### src/rtl/mux8_frame_sequencer_pkg.sv
// Shared state encodings and frame constants for the 8:1 mux frame sequencer.
// Latency: n/a (definitions only).
// Backpressure: n/a (definitions only).
package mux8_frame_sequencer_pkg;

  typedef enum logic [1:0] {
    ST_IDLE = 2'd0,
    ST_SEND = 2'd1,
    ST_GAP  = 2'd2
  } state_t;

  localparam logic [2:0] SEL_FIRST_LSB  = 3'd0;
  localparam logic [2:0] SEL_FIRST_MSB  = 3'd7;
  localparam logic [3:0] BITS_PER_FRAME = 4'd8;

  // Bit-counter value while the final frame bit is on the mux.
  localparam logic [2:0] LAST_BIT = 3'(BITS_PER_FRAME - 4'd1);

  // Next select value when stepping through the frame.
  function automatic logic [2:0] sel_step(input logic [2:0] cur, input bit msb_first);
    return msb_first ? (cur - 3'd1) : (cur + 3'd1);
  endfunction

endpackage

### src/rtl/mux8_frame_sequencer_period_counter.sv
// 4-bit wrapping counter 0..LIMIT-1; reports whether its next value is terminal.
// Latency: count updates one cycle after en/clr; term_nxt is combinational.
// Backpressure: none; en simply freezes the count.
module mux8_period_counter #(
  parameter int unsigned LIMIT = 1
) (
  input  logic clk,
  input  logic rst_n,
  input  logic clr,
  input  logic en,
  output logic term_nxt
);

  localparam logic [3:0] LAST = 4'(LIMIT - 1);

  logic [3:0] cnt;
  logic [3:0] cnt_nxt;

  // Clear wins over enable; the count wraps to zero after the terminal value.
  always_comb begin
    cnt_nxt = cnt;
    if (clr) begin
      cnt_nxt = 4'd0;
    end else if (en) begin
      cnt_nxt = (cnt == LAST) ? 4'd0 : (cnt + 4'd1);
    end
  end

  assign term_nxt = (cnt_nxt == LAST);

  // Count register.
  always_ff @(posedge clk) begin
    if (!rst_n) begin
      cnt <= 4'd0;
    end else begin
      cnt <= cnt_nxt;
    end
  end

endmodule

### src/rtl/mux8_frame_sequencer.sv
// Latches an 8-bit word and walks the mux select over all 8 bits with bit/frame qualifiers.
// Latency: bit_valid one cycle after accept; frame lasts 8*BIT_CYCLES cycles; done one cycle after.
// Backpressure: in_ready only in IDLE or on the last bit cycle when no gap is configured.
module mux8_frame_sequencer
  import mux8_frame_sequencer_pkg::*;
#(
  parameter bit          MSB_FIRST  = 1'b0,
  parameter int unsigned BIT_CYCLES = 1,
  parameter int unsigned GAP_CYCLES = 0
) (
  input  logic       clk,
  input  logic       rst_n,
  input  logic [7:0] in_data,
  input  logic       in_valid,
  output logic       in_ready,
  output logic [7:0] data_out,
  output logic [2:0] sel,
  output logic       bit_valid,
  output logic       bit_tick,
  output logic       frame_last,
  output logic       done
);

  // The gap counter is never enabled when GAP_CYCLES is 0; keep its limit legal anyway.
  localparam int unsigned GAP_LIMIT = (GAP_CYCLES == 0) ? 1 : GAP_CYCLES;
  localparam logic        HAS_GAP   = (GAP_CYCLES != 0);
  localparam logic [2:0]  SEL_FIRST = MSB_FIRST ? SEL_FIRST_MSB : SEL_FIRST_LSB;

  state_t     state;
  state_t     state_n;
  logic [2:0] sel_n;
  logic [2:0] bcnt;
  logic [2:0] bcnt_n;
  logic [7:0] data_n;
  logic       pclr;
  logic       pen;
  logic       gclr;
  logic       gen;
  logic       pterm_nxt;
  logic       gterm_nxt;
  logic       gap_last;
  logic       accept;
  logic       last_bit;

  assign in_ready = rst_n & ((state == ST_IDLE) |
                             ((state == ST_SEND) & frame_last & bit_tick & ~HAS_GAP));
  assign accept   = in_valid & in_ready;
  // bit_tick/frame_last are registered decodes of the counters, so they describe the current cycle.
  assign last_bit = (state == ST_SEND) & bit_tick & frame_last;

  mux8_period_counter #(.LIMIT(BIT_CYCLES)) u_period (
    .clk      (clk),
    .rst_n    (rst_n),
    .clr      (pclr),
    .en       (pen),
    .term_nxt (pterm_nxt)
  );

  mux8_period_counter #(.LIMIT(GAP_LIMIT)) u_gap (
    .clk      (clk),
    .rst_n    (rst_n),
    .clr      (gclr),
    .en       (gen),
    .term_nxt (gterm_nxt)
  );

  // Next-state, select stepping and word capture.
  always_comb begin
    state_n = state;
    sel_n   = sel;
    bcnt_n  = bcnt;
    data_n  = data_out;
    pclr    = 1'b0;
    pen     = 1'b0;
    gclr    = 1'b0;
    gen     = 1'b0;
    case (state)
      ST_IDLE: begin
      end
      ST_SEND: begin
        pen = 1'b1;
        if (bit_tick) begin
          if (frame_last) begin
            // sel and bit count hold on the final bit so no wrap is ever visible.
            if (!accept) begin
              if (HAS_GAP) begin
                state_n = ST_GAP;
                gclr    = 1'b1;
              end else begin
                state_n = ST_IDLE;
              end
            end
          end else begin
            sel_n  = sel_step(sel, MSB_FIRST);
            bcnt_n = bcnt + 3'd1;
          end
        end
      end
      ST_GAP: begin
        gen = 1'b1;
        if (gap_last) begin
          state_n = ST_IDLE;
        end
      end
      default: begin
        state_n = ST_IDLE;
      end
    endcase
    // An accept overrides everything above: fresh word, fresh counters, first select.
    if (accept) begin
      state_n = ST_SEND;
      data_n  = in_data;
      sel_n   = SEL_FIRST;
      bcnt_n  = 3'd0;
      pclr    = 1'b1;
    end
  end

  // State and registered qualifiers, all decoded from next-cycle values.
  always_ff @(posedge clk) begin
    if (!rst_n) begin
      state      <= ST_IDLE;
      data_out   <= 8'd0;
      sel        <= 3'd0;
      bcnt       <= 3'd0;
      bit_valid  <= 1'b0;
      bit_tick   <= 1'b0;
      frame_last <= 1'b0;
      done       <= 1'b0;
      gap_last   <= 1'b0;
    end else begin
      state      <= state_n;
      data_out   <= data_n;
      sel        <= sel_n;
      bcnt       <= bcnt_n;
      bit_valid  <= (state_n == ST_SEND);
      bit_tick   <= (state_n == ST_SEND) & pterm_nxt;
      frame_last <= (state_n == ST_SEND) & (bcnt_n == LAST_BIT);
      done       <= last_bit;
      gap_last   <= (state_n == ST_GAP) & gterm_nxt;
    end
  end

endmodule

### config.mk
export PLATFORM = sky130hd
export DESIGN_NAME = mux8_frame_sequencer
export DESIGN_NICKNAME = d
export VERILOG_FILES = /design/src/rtl/mux8_frame_sequencer_pkg.sv /design/src/rtl/mux8_frame_sequencer_period_counter.sv /design/src/rtl/mux8_frame_sequencer.sv
export SDC_FILE = /design/constraint.sdc
export NUM_CORES = 1
export LEC_CHECK = 0
export BUFFER_PORTS_ARGS = -buffer_cell sky130_fd_sc_hd__buf_2
export CAP_MARGIN = 10
export CELL_PAD_IN_SITES_DETAIL_PLACEMENT = 1
export CELL_PAD_IN_SITES_GLOBAL_PLACEMENT = 1
export CORE_ASPECT_RATIO = 1.2
export CORE_MARGIN = 3
export CORE_UTILIZATION = 43
export DETAILED_ROUTE_END_ITERATION = 10
export GPL_TIMING_DRIVEN = 0
export PLACE_DENSITY_LB_ADDON = 0.1
export RECOVER_POWER = 100
export SYNTH_ARGS = -nofsm -noshare
export SYNTH_HDL_FRONTEND = slang
export SYNTH_SLANG_ARGS = --single-unit
### constraint.sdc
create_clock -name clk -period 2.9 [get_ports clk]
set_input_delay 0.29 -clock clk [delete_from_list [all_inputs] [get_ports clk]]
set_output_delay 0.29 -clock clk [all_outputs]
set_load 0.02 [all_outputs]
==> flow_summary_export.csv <==
group,metric,value,unit
floorplanning,rows,20,
clocking,postCtsSetupRepairBufs,0,
logic_synthesis,syn_avg_cell_area,9.49,um2
grt,gr-usage-met2,30.2,%
logic_synthesis,syn_area,1260,um2
setup_path,cp_cell_sequence,"a21bo_2 > nand2_1 > o21ai_0 > nor2_1",
setup_path,critPathSlowestCell,"o21ai_0",
clocking,postCtsResizedCells,0,
setup_path,max_stage_delay,0.90,ns
timing,slew_headroom,20.6,%
power_and_ir_drop,vdd_drop_max,464,uV
floorplanning,ioPinCount,27,
status,status,"finished clean",
logic_synthesis,synthesis.nets,150,
clocking,clock-root-buffer,"clkbuf_4",
clocking,htreeDepth,2,
clocking,clkSlewWorstSetupHoldPaths,0.09,ns
clocking,clk_path_buf_depth,2,
route,vias,1032,
clocking,cts_tree,"built",
logic_synthesis,ys_seq_area_share,46.0,%
grt,grt_use_met3,5.30,%
route,via_per_inst,5.16,
route,wl,2750,um
setup_path,critical_path_buf_inv_count,0,
power_and_ir_drop,p_leak,0.598,nW
grt,antenna_found_initial,0,
grt,grt_pass1_vias,1035,
setup_path,end_kind,"register",
placement,port_buffers,26,
timing,finalSetupViolCount,0,
floorplanning,dieWidth,55.5,um
route,ant_nets,0,
timing,fmax,0.542,GHz
route,drtIter0Drc,16,
cells_and_area,drive_gt1_share,11.4,%
hold_path,min_path_type,"in -> reg",
cells_and_area,areaGrowthSynthToFinish,15.5,%
logic_synthesis,synth_cells,133,
timing,finalClockSkew,0.00368,ns
logic_synthesis,yosys_warnings,0,
logic_synthesis,synth-seq-cells,29,
power_and_ir_drop,p_total,0.717,mW
timing,tns,0,ns
clocking,cts.sinks,29,
floorplanning,die_h,65.4,um
setup_path,crit_required,3.06,ns
grt,busiest_layer,"met2",
floorplanning,initial_utilization,47.1,%
timing,tightest_slew,1.18,ns
flow_run,cap_viol_max_count,0,
route,drc_errors,0,
hold_path,whs_path_depth,3,
timing,hold_violations,0,
setup_path,critPathMaxFanout,10,
setup_path,crit_family,"compound AO/OA/AOI/OAI gates",
setup_path,crit_arrival,2.01,ns
grt,grt.total_usage,16.8,%
floorplanning,die_area,3620,um2
grt,met1_usage,18.8,%
floorplanning,core,2680,um2
clocking,numCtsBuffers,5,
setup_path,crit_cells,4,
timing,rsz0062_at_grt,"false",
cells_and_area,diodes,0,
setup_path,cp-start-kind,"register",
timing,slew_violations,0,
placement,place_congestion,0.741,
setup_path,r2r_cells,4,
route,drt-pass1-iter-count,4,
cells_and_area,layout.nets,183,
logic_synthesis,synth_cell_types,31,
grt,grt_max_degree,11,
timing,finalCritPeriodShare,63.7,%
clocking,clk-insertion-delay-late,0.32,ns
grt,grt_pass1_wl,4790,um
timing,fin_crit,1.85,ns
power_and_ir_drop,p_per_area,492,nW/um2
cells_and_area,fin_util,54.4,%
setup_path,path_class,"reg -> reg",
clocking,hold_buffers,0,
timing,whs,0.227,ns
placement,dpl.hpwl,2070,um
grt,grt.overflow.total,0,
route,wl_per_cell,13.7,um
-- cell usage after synthesis --
master / number / share of area, %
xor2_1: 3 / 2.1
nand2_1: 13 / 3.9
or3_1: 1 / 0.50
o2111ai_1: 1 / 0.69
ha_1: 6 / 5.9
or3b_1: 1 / 0.69
clkbuf_1: 1 / 0.30
nor4bb_1: 1 / 0.79
mux2i_1: 10 / 7.9
inv_1: 6 / 1.8
nor2_1: 9 / 2.7
a21boi_0: 3 / 1.8
o21ai_1: 1 / 0.40
nor3_1: 1 / 0.40
nor3b_1: 1 / 0.59
nand3_1: 2 / 0.79
nand4_1: 2 / 0.99
nand2b_1: 6 / 3.0
o21ai_0: 3 / 1.2
buf_2: 1 / 0.40
buf_6: 1 / 0.89
xnor2_1: 3 / 2.1
nor4b_1: 1 / 0.69
dfxtp_1: 29 / 46
a31oi_1: 1 / 0.50
and2_1: 1 / 0.50
nor2b_1: 10 / 5.0
o211ai_1: 2 / 1.2
a21bo_2: 1 / 0.79
nand4b_1: 3 / 2.1
a21oi_1: 9 / 3.6
-- cells by family after synthesis --
kind of cell,after synthesis,share of synthesized area [%]
buffers and inverters,9,3.37
xor gates and xnor gates,6,4.16
and+or+nand+nor,52,22.5
muxes,10,7.93
adders and majority gates,6,5.95
DFF,29,46.0
AOI/OAI and AO/OA,21,10.1
-- through the flow --
stage | worst slack (ns) | instances | area, um2
global placement | 1.41 | 192 | 1430
global route | 0.780 | 200 | 1460
CTS | 1.31 | 200 | 1490
detailed placement | 1.35 | 192 | 1430
floorplan | 1.43 | 133 | 1260
finish | 1.05 | 200 | 1460
-- worst register-to-register path, stage by stage, from the launching register on --
cell and delay (ns):
dfxtp_1 0.43, a21bo_2 0.20, nand2_1 0.05, o21ai_0 0.90, nor2_1 0.11
-- cells in the final DEF (no fill, tap or decap), types with 4 or more instances in the layout --
master,n
o21ai_0,4
inv_1,6
clkbuf_1,19
nor2_1,9
clkbuf_4,5
mux2i_1,10
nand2b_1,6
buf_2,11
dfxtp_1,29
nand2_1,13
nor2b_1,10
a21oi_1,9
ha_1,6
-- metal layers --
layer,vias to the layer above,part of all wire [%],routed length [um]
met1,491,43,1180
met4,0,0.65,18
met5,-,0,0
met3,2,4.3,119
met2,22,52,1430
li1,517,-,-
-- path summary, 6_finish.rpt --
check,from,to,slack [ns]
max,bit_tick,sel[2],1.05
max reg2reg,bit_tick,sel[2],1.05
min reg2reg,gap_last,state[1],0.42
min,in_data[6],data_out[6],0.23
-- final cells by class --
class | count | area, um2
Fill cell | 343 | 1220
Multi-Input combinational cell | 95 | 639
Sequential cell | 29 | 581
Timing Repair Buffer | 26 | 110
Clock buffer | 6 | 41.3
Tap cell | 33 | 41.3
Inverter | 6 | 22.5
Buffer | 3 | 12.5
Clock inverter | 2 | 10.0
-- report_power, final --
group,total (mW),internal (mW),switching [mW]
combinational,0.0698,0.0279,0.0419
clock,0.231,0.0922,0.139
sequential,0.416,0.408,0.00818
-- sequential cells by signal, summed over array words and instances (netlist names) --
name	cells
data_out	8
u_gap.cnt	4
u_period.cnt	4
bcnt	3
sel	3
state	2
bit_tick	1
bit_valid	1
done	1
frame_last	1
gap_last	1
Power figures use the tool's default switching activity.
